==> src/rtl/jtcommando_rom_arb.sv <==
// rtl/jtcommando_rom_arb.sv - round-robin arbiter sharing one SDRAM read port among four ROM slots
// Optional one-entry per-slot tag cache enabled by defining ROMARB_CACHE_EN.
module jtcommando_rom_arb #(
    parameter int AW    = 22,
    parameter int DW    = 32,
    parameter int SLOTS = 4
)(
    input  logic                  clk_i,
    input  logic                  rst_i,
    input  logic                  downloading_i,
    input  logic                  loop_rst_i,
    input  logic [SLOTS-1:0]      slot_cs_i,
    input  logic [SLOTS*AW-1:0]   slot_addr_i,
    output logic [SLOTS-1:0]      slot_ok_o,
    output logic [SLOTS*DW-1:0]   slot_dout_o,
    output logic                  sdram_req_o,
    output logic [AW-1:0]         sdram_addr_o,
    input  logic                  sdram_ack_i,
    input  logic                  data_rdy_i,
    input  logic [DW-1:0]         data_read_i,
    output logic                  refresh_en_o
);
    typedef enum logic [1:0] {IDLE, REQ, WAIT} state_t;

    state_t           state_q, state_d;
    logic [1:0]       sel_q, sel_d;
    logic [1:0]       rr_q, rr_d;
    logic             req_q, req_d;
    logic [AW-1:0]    addr_q, addr_d;
    logic [AW-1:0]    lat_q  [SLOTS];
    logic [AW-1:0]    lat_d  [SLOTS];
    logic [DW-1:0]    dout_q [SLOTS];
    logic [DW-1:0]    dout_d [SLOTS];
    logic [SLOTS-1:0] ok_q, ok_d;
    logic [AW-1:0]    saddr  [SLOTS];
    logic [SLOTS-1:0] match, pend;
    logic             found, capture;
    logic [1:0]       pick, idx;
`ifdef ROMARB_CACHE_EN
    logic [SLOTS-1:0] vld_q, vld_d, hit;
`endif

    always_comb begin
        for (int i = 0; i < SLOTS; i++) begin
            saddr[i] = slot_addr_i[i*AW +: AW];
            match[i] = (saddr[i] == lat_q[i]);
        end
    end

    always_comb begin
        state_d = state_q;
        sel_d   = sel_q;
        rr_d    = rr_q;
        req_d   = req_q;
        addr_d  = addr_q;
        lat_d   = lat_q;
        dout_d  = dout_q;
        capture = 1'b0;
        found   = 1'b0;
        pick    = rr_q;
        idx     = '0;
`ifdef ROMARB_CACHE_EN
        vld_d   = downloading_i ? '0 : vld_q;
        hit     = slot_cs_i & ~ok_q & vld_q & match & {SLOTS{~downloading_i}};
        pend    = slot_cs_i & ~ok_q & ~hit;
        ok_d    = (ok_q & slot_cs_i & match & {SLOTS{~downloading_i}}) | hit;
`else
        pend    = slot_cs_i & ~ok_q;
        ok_d    = ok_q & slot_cs_i & match & {SLOTS{~downloading_i}};
`endif
        // First pending slot at or after rr_q, wrapping through the 2-bit index
        for (int k = 0; k < SLOTS; k++) begin
            idx = rr_q + 2'(k);
            if (!found && pend[idx]) begin
                found = 1'b1;
                pick  = idx;
            end
        end

        case (state_q)
            IDLE: begin
                if (!downloading_i && found) begin
                    sel_d       = pick;
                    lat_d[pick] = saddr[pick];
                    addr_d      = saddr[pick];
                    req_d       = 1'b1;
                    state_d     = REQ;
`ifdef ROMARB_CACHE_EN
                    vld_d[pick] = 1'b0;
`endif
                end
            end
            REQ: begin
                if (sdram_ack_i) begin
                    req_d = 1'b0;
                    if (data_rdy_i) begin
                        capture = 1'b1;
                        state_d = IDLE;
                    end else begin
                        state_d = WAIT;
                    end
                end
            end
            WAIT: begin
                if (data_rdy_i) begin
                    capture = 1'b1;
                    state_d = IDLE;
                end
            end
            default: state_d = IDLE;
        endcase

        // Data for an address the slot no longer wants, or fetched across a download, is dropped
        if (capture) begin
            rr_d = sel_q + 2'd1;
            if (match[sel_q] && slot_cs_i[sel_q] && !downloading_i) begin
                dout_d[sel_q] = data_read_i;
                ok_d[sel_q]   = 1'b1;
`ifdef ROMARB_CACHE_EN
                vld_d[sel_q]  = 1'b1;
`endif
            end
        end
    end

    always_ff @(posedge clk_i) begin
        if (rst_i || loop_rst_i) begin
            state_q <= IDLE;
            sel_q   <= '0;
            rr_q    <= '0;
            req_q   <= 1'b0;
            addr_q  <= '0;
            ok_q    <= '0;
            for (int i = 0; i < SLOTS; i++) begin
                lat_q[i]  <= '0;
                dout_q[i] <= '0;
            end
`ifdef ROMARB_CACHE_EN
            vld_q   <= '0;
`endif
        end else begin
            state_q <= state_d;
            sel_q   <= sel_d;
            rr_q    <= rr_d;
            req_q   <= req_d;
            addr_q  <= addr_d;
            ok_q    <= ok_d;
            for (int i = 0; i < SLOTS; i++) begin
                lat_q[i]  <= lat_d[i];
                dout_q[i] <= dout_d[i];
            end
`ifdef ROMARB_CACHE_EN
            vld_q   <= vld_d;
`endif
        end
    end

    always_comb begin
        for (int i = 0; i < SLOTS; i++) begin
            slot_dout_o[i*DW +: DW] = dout_q[i];
        end
    end

    assign slot_ok_o    = ok_q;
    assign sdram_req_o  = req_q;
    assign sdram_addr_o = addr_q;
    assign refresh_en_o = (state_q == IDLE);

endmodule

==> config.mk <==
export PLATFORM = sky130hd
export DESIGN_NAME = jtcommando_rom_arb
export DESIGN_NICKNAME = d
export VERILOG_FILES = /design/src/rtl/jtcommando_rom_arb.sv
export SDC_FILE = /design/constraint.sdc
export NUM_CORES = 1
export LEC_CHECK = 0
export ABC_CLOCK_PERIOD_IN_PS = 2900
export BUFFER_PORTS_ARGS = -buffer_cell sky130_fd_sc_hd__buf_2
export CAP_MARGIN = 30
export CORE_ASPECT_RATIO = 0.8
export CORE_MARGIN = 4
export CORE_UTILIZATION = 40
export CTS_BUF_LIST = sky130_fd_sc_hd__clkbuf_2
export DETAILED_ROUTE_END_ITERATION = 10
export RECOVER_POWER = 50
export SYNTH_ARGS = -nofsm -noshare
export SYNTH_HDL_FRONTEND = slang
export SYNTH_SLANG_ARGS = --single-unit
==> constraint.sdc <==
create_clock -name clk_i -period 2.9 [get_ports clk_i]
set_input_delay 0.29 -clock clk_i [delete_from_list [all_inputs] [get_ports clk_i]]
set_output_delay 0.29 -clock clk_i [all_outputs]
set_load 0.01 [all_outputs]
==> run_results.csv <==
group,metric,value,unit
logic_synthesis,synth_cell_types,46,
grt,grt_first_pass_wirelength,55400,um
pwr,power.ir.vdd_worst,0.000224,V
sta,final.min_clock_period,2.68,ns
clocking,tritoncts_num_sinks,249,
sta,report.final.hold_viol_count,0,
job,cap_viol_max_count,0,
clocking,tritoncts,"done",
routing,totalWireLength,36500,um
worst_setup_path,path_depth_of_the_worst_reg2reg_path,8,
place,number_of_buffers_inserted_by_port_buffering,285,
clocking,tritoncts.num_buffers,67,
grt,grt_util_all_layers,23.0,%
clocking,cts.htree.levels,3,
sta,whs,0.116,ns
routing,post_drt_via_cell_ratio,5.08,
outcome,result_of_the_run,"finished, final reports clean",
sta,grt_setup_unrepaired,"false",
place,placed_wire_length_estimate_after_detailed_placement,25600,um
clocking,clk_pin_slew,0.10,ns
floorplanning,chipHeight,156,um
clocking,cts.root.buffer_cell,"sky130_fd_sc_hd__clkbuf_2",
sta,relative_slew_margins,51.2,%
logic_synthesis,syn_inst,1136,
sta,fin_crit_sh,92.5,%
layout,layout-drive-gt1-share,17.5,%
worst_setup_path,worstSetupStartpointType,"flip-flop",
pwr,tot_pwr,6.85,mW
floorplanning,rows,54,
pwr,p_leak,5.78,nW
logic_synthesis,yosys.area.top_type_share,45.2,%
clocking,clock_insertion_delay_worst_skew,0.81,ns
clocking,clock_tree.buffer_depth,3,
logic_synthesis,synth_top_flop_cell,"sky130_fd_sc_hd__dfxtp_1",
logic_synthesis,synthDominantAreaCellType,"sky130_fd_sc_hd__dfxtp_1",
sta,max_freq,373,MHz
routing,first_pass_iters,7,
sta,clock-skew-final,0.0941,ns
logic_synthesis,synthArstFlopShare,0,%
worst_setup_path,critPathCaptureType,"flip-flop",
hold_path,min_path_type,"in -> reg",
layout,layout_stage_area_growth_over_the_synthesis_result,31.3,%
routing,ant_nets,0,
worst_setup_path,crit_fanout,32,
routing,initialDrtViolationCount,701,
routing,drt_drc_violations_left,0,
sta,final-setup-viol-count,0,
floorplanning,start_util,40.5,%
place,gp_congestion,0.943,
grt,vias_in_the_first_global_route,9962,
logic_synthesis,synthesized_net_count,1273,
grt,pin_count_of_the_biggest_net_entering_global_routing,161,
worst_setup_path,cp.arrival,3.34,ns
logic_synthesis,synth-edff-count,0,
clocking,post-cts-setup-buffer-count,0,
sta,fin_setup_tns,0,ns
logic_synthesis,yosysWarningCount,0,
worst_setup_path,worst-r2r-setup-slack,0.22,ns
logic_synthesis,synth.avg_cell_area,9.70,um^2
sta,report.final.slew_viol_count,0,
routing,routedWlPerCell,18.5,um
grt,number_of_antenna_violations_at_the_first_check_in_global_routing,3,
worst_setup_path,endpoint,"slot_dout_o[29]$_SDFFE_PP0P_",
worst_setup_path,timing_worst_setup_path_type,"reg -> reg",
floorplanning,std_cell_core_area,0.0272,mm^2
worst_setup_path,r2r-start,"lat_q[80]$_SDFFE_PP0P_",
routing,via_count,10000,
grt,grt_overflow_total,0,
floorplanning,design.die.area,0.0303,mm^2
floorplanning,ios,286,
layout,finish.net_count,1709,
logic_synthesis,synth.cell_area,0.0110,mm^2
logic_synthesis,synth.ff_latch_count,249,
logic_synthesis,yosysMostFrequentCell,"sky130_fd_sc_hd__dfxtp_1",
worst_setup_path,critPathRequiredTime,3.56,ns
worst_setup_path,worst_setup_path_startpoint,"lat_q[80]$_SDFFE_PP0P_",
pwr,powerDensity,473,mW/mm^2
logic_synthesis,synth_top_cells_by_count,"sky130_fd_sc_hd__dfxtp_1, sky130_fd_sc_hd__nand2_1, sky130_fd_sc_hd__mux2i_1, sky130_fd_sc_hd__xnor2_1, sky130_fd_sc_hd__nor2_1",
sta,tightest_slew,0.733,ns
floorplanning,fp.dieW,194,um
worst_setup_path,crit-reg2reg-capture,"slot_dout_o[29]$_SDFFE_PP0P_",
logic_synthesis,synth.top_cells.by_area,"sky130_fd_sc_hd__dfxtp_1, sky130_fd_sc_hd__mux2i_1, sky130_fd_sc_hd__nand2_1",
logic_synthesis,synth_sequential_area_ratio,45.2,%
## area by class of cell
type | instances | area, um^2
fillers | 2621 | 12800
multi-input cells | 812 | 5640
flip-flops and latches | 249 | 4980
repair buffers | 434 | 2760
clock buffers | 91 | 455
well taps | 364 | 455
clock inverters | 16 | 143
inverters | 8 | 30.0
diodes | 3 | 7.51
## cells by family (layout without fill, tap and decap cells)
| logic type | Yosys count | count (layout) | share of synthesized area, % |
|---|---|---|---|
| and+or+nand+nor | 408 | 408 | 16.1 |
| DFF | 249 | 249 | 45.2 |
| xor gates and xnor gates | 88 | 88 | 6.99 |
| adders and majority gates | 7 | 7 | 0.795 |
| buffers and inverters | 75 | 549 | 4.10 |
| other | 0 | 3 | 0 |
| muxes | 217 | 217 | 22.2 |
| AOI/OAI and AO/OA | 92 | 92 | 4.61 |
## layout by cell type, fill, tap and decap left out, types with 3 or more instances in the layout
| cell | Yosys | routed |
|---|---|---|
| sky130_fd_sc_hd__o21ai_0 | 20 | 20 |
| sky130_fd_sc_hd__dlygate4sd3_1 | 0 | 128 |
| sky130_fd_sc_hd__nor3_1 | 5 | 5 |
| sky130_fd_sc_hd__nand2_2 | 3 | 3 |
| sky130_fd_sc_hd__bufinv_16 | 0 | 3 |
| sky130_fd_sc_hd__nand4_1 | 38 | 38 |
| sky130_fd_sc_hd__o21ai_1 | 5 | 5 |
| sky130_fd_sc_hd__buf_2 | 7 | 129 |
| sky130_fd_sc_hd__ha_1 | 7 | 7 |
| sky130_fd_sc_hd__clkinv_1 | 0 | 8 |
| sky130_fd_sc_hd__clkinv_2 | 0 | 3 |
| sky130_fd_sc_hd__mux4_2 | 22 | 22 |
| sky130_fd_sc_hd__nand2_1 | 244 | 244 |
| sky130_fd_sc_hd__a21oi_1 | 54 | 54 |
| sky130_fd_sc_hd__dfxtp_1 | 249 | 249 |
| sky130_fd_sc_hd__diode_2 | 0 | 3 |
| sky130_fd_sc_hd__inv_1 | 8 | 8 |
| sky130_fd_sc_hd__clkbuf_2 | 0 | 93 |
| sky130_fd_sc_hd__nand2b_1 | 5 | 5 |
| sky130_fd_sc_hd__nor2_1 | 75 | 74 |
| sky130_fd_sc_hd__xor2_1 | 7 | 7 |
| sky130_fd_sc_hd__buf_12 | 3 | 8 |
| sky130_fd_sc_hd__nand3_1 | 11 | 11 |
| sky130_fd_sc_hd__nor2b_1 | 3 | 3 |
| sky130_fd_sc_hd__mux2i_1 | 195 | 195 |
| sky130_fd_sc_hd__clkbuf_1 | 37 | 158 |
| sky130_fd_sc_hd__xnor2_1 | 81 | 81 |
| sky130_fd_sc_hd__buf_4 | 6 | 8 |
| sky130_fd_sc_hd__nor4_1 | 9 | 9 |
## where the power goes
group	internal (mW)	leakage [nW]	switching, mW
clock network	1.10	0.453	1.44
logic	0.380	3.32	0.457
registers	3.45	2.01	0.0192
## timing repair
item / in CTS / in global routing
resized for setup: 0 / 1
hold buffers: 128 / 0
endpoints found under the hold margin: 239 / 0
endpoints found under the setup margin: 0 / 32
## routing by layer
layer  share of wire, %  track usage (%)
met3                7.9             6.48
met1                 45             31.8
met5                  0                0
met4                3.6             10.0
met2                 43             33.8
## critical path, stage by stage, from the launching register on
cell                       delay (ns)
sky130_fd_sc_hd__dfxtp_1         0.33
sky130_fd_sc_hd__xnor2_1         0.26
sky130_fd_sc_hd__nand4_1         0.14
sky130_fd_sc_hd__nor4_1          0.53
sky130_fd_sc_hd__a22oi_1         0.26
sky130_fd_sc_hd__o211ai_2        0.33
sky130_fd_sc_hd__and2_2          0.22
sky130_fd_sc_hd__buf_12          0.25
sky130_fd_sc_hd__mux2i_1         0.21
## stage by stage
step                      utilization, %  setup WS, ns  area, um^2  std cells
final                               53.1         0.218       14500       1977
after global routing                53.1        0.0164       14500       1977
after CTS                           53.9        0.0946       14700       1974
after detailed placement            47.0         0.193       12800       1739
after global placement              47.0         0.195       12800       1739
after floorplan                        -         0.730       11000       1136
## how the worst min path moves through the flow
stage,start,endpoint,slack [ns],depth (start not counted)
global route,slot_cs_i[0],slot_ok_o[0]$_SDFF_PP0_,0.04,5
detailed placement,slot_dout_o[27]$_SDFFE_PP0P_,slot_dout_o[27]$_SDFFE_PP0P_,0.44,2
global placement,slot_dout_o[27]$_SDFFE_PP0P_,slot_dout_o[27]$_SDFFE_PP0P_,0.44,2
finish,slot_cs_i[0],slot_ok_o[0]$_SDFF_PP0_,0.12,5
floorplan,slot_addr_i[22],lat_q[44]$_SDFFE_PP0P_,0.43,2
CTS,slot_cs_i[0],slot_ok_o[0]$_SDFF_PP0_,0.007,5
## sequential cells by signal, summed over array words and instances, names as in the netlist
register      cells
slot_ok_o         4
sdram_addr_o     22
lat_q            88
slot_dout_o     128
sdram_req_o       1
sel_q             2
rr_q              2
state_q           2
(Power assumes the default switching activity.)
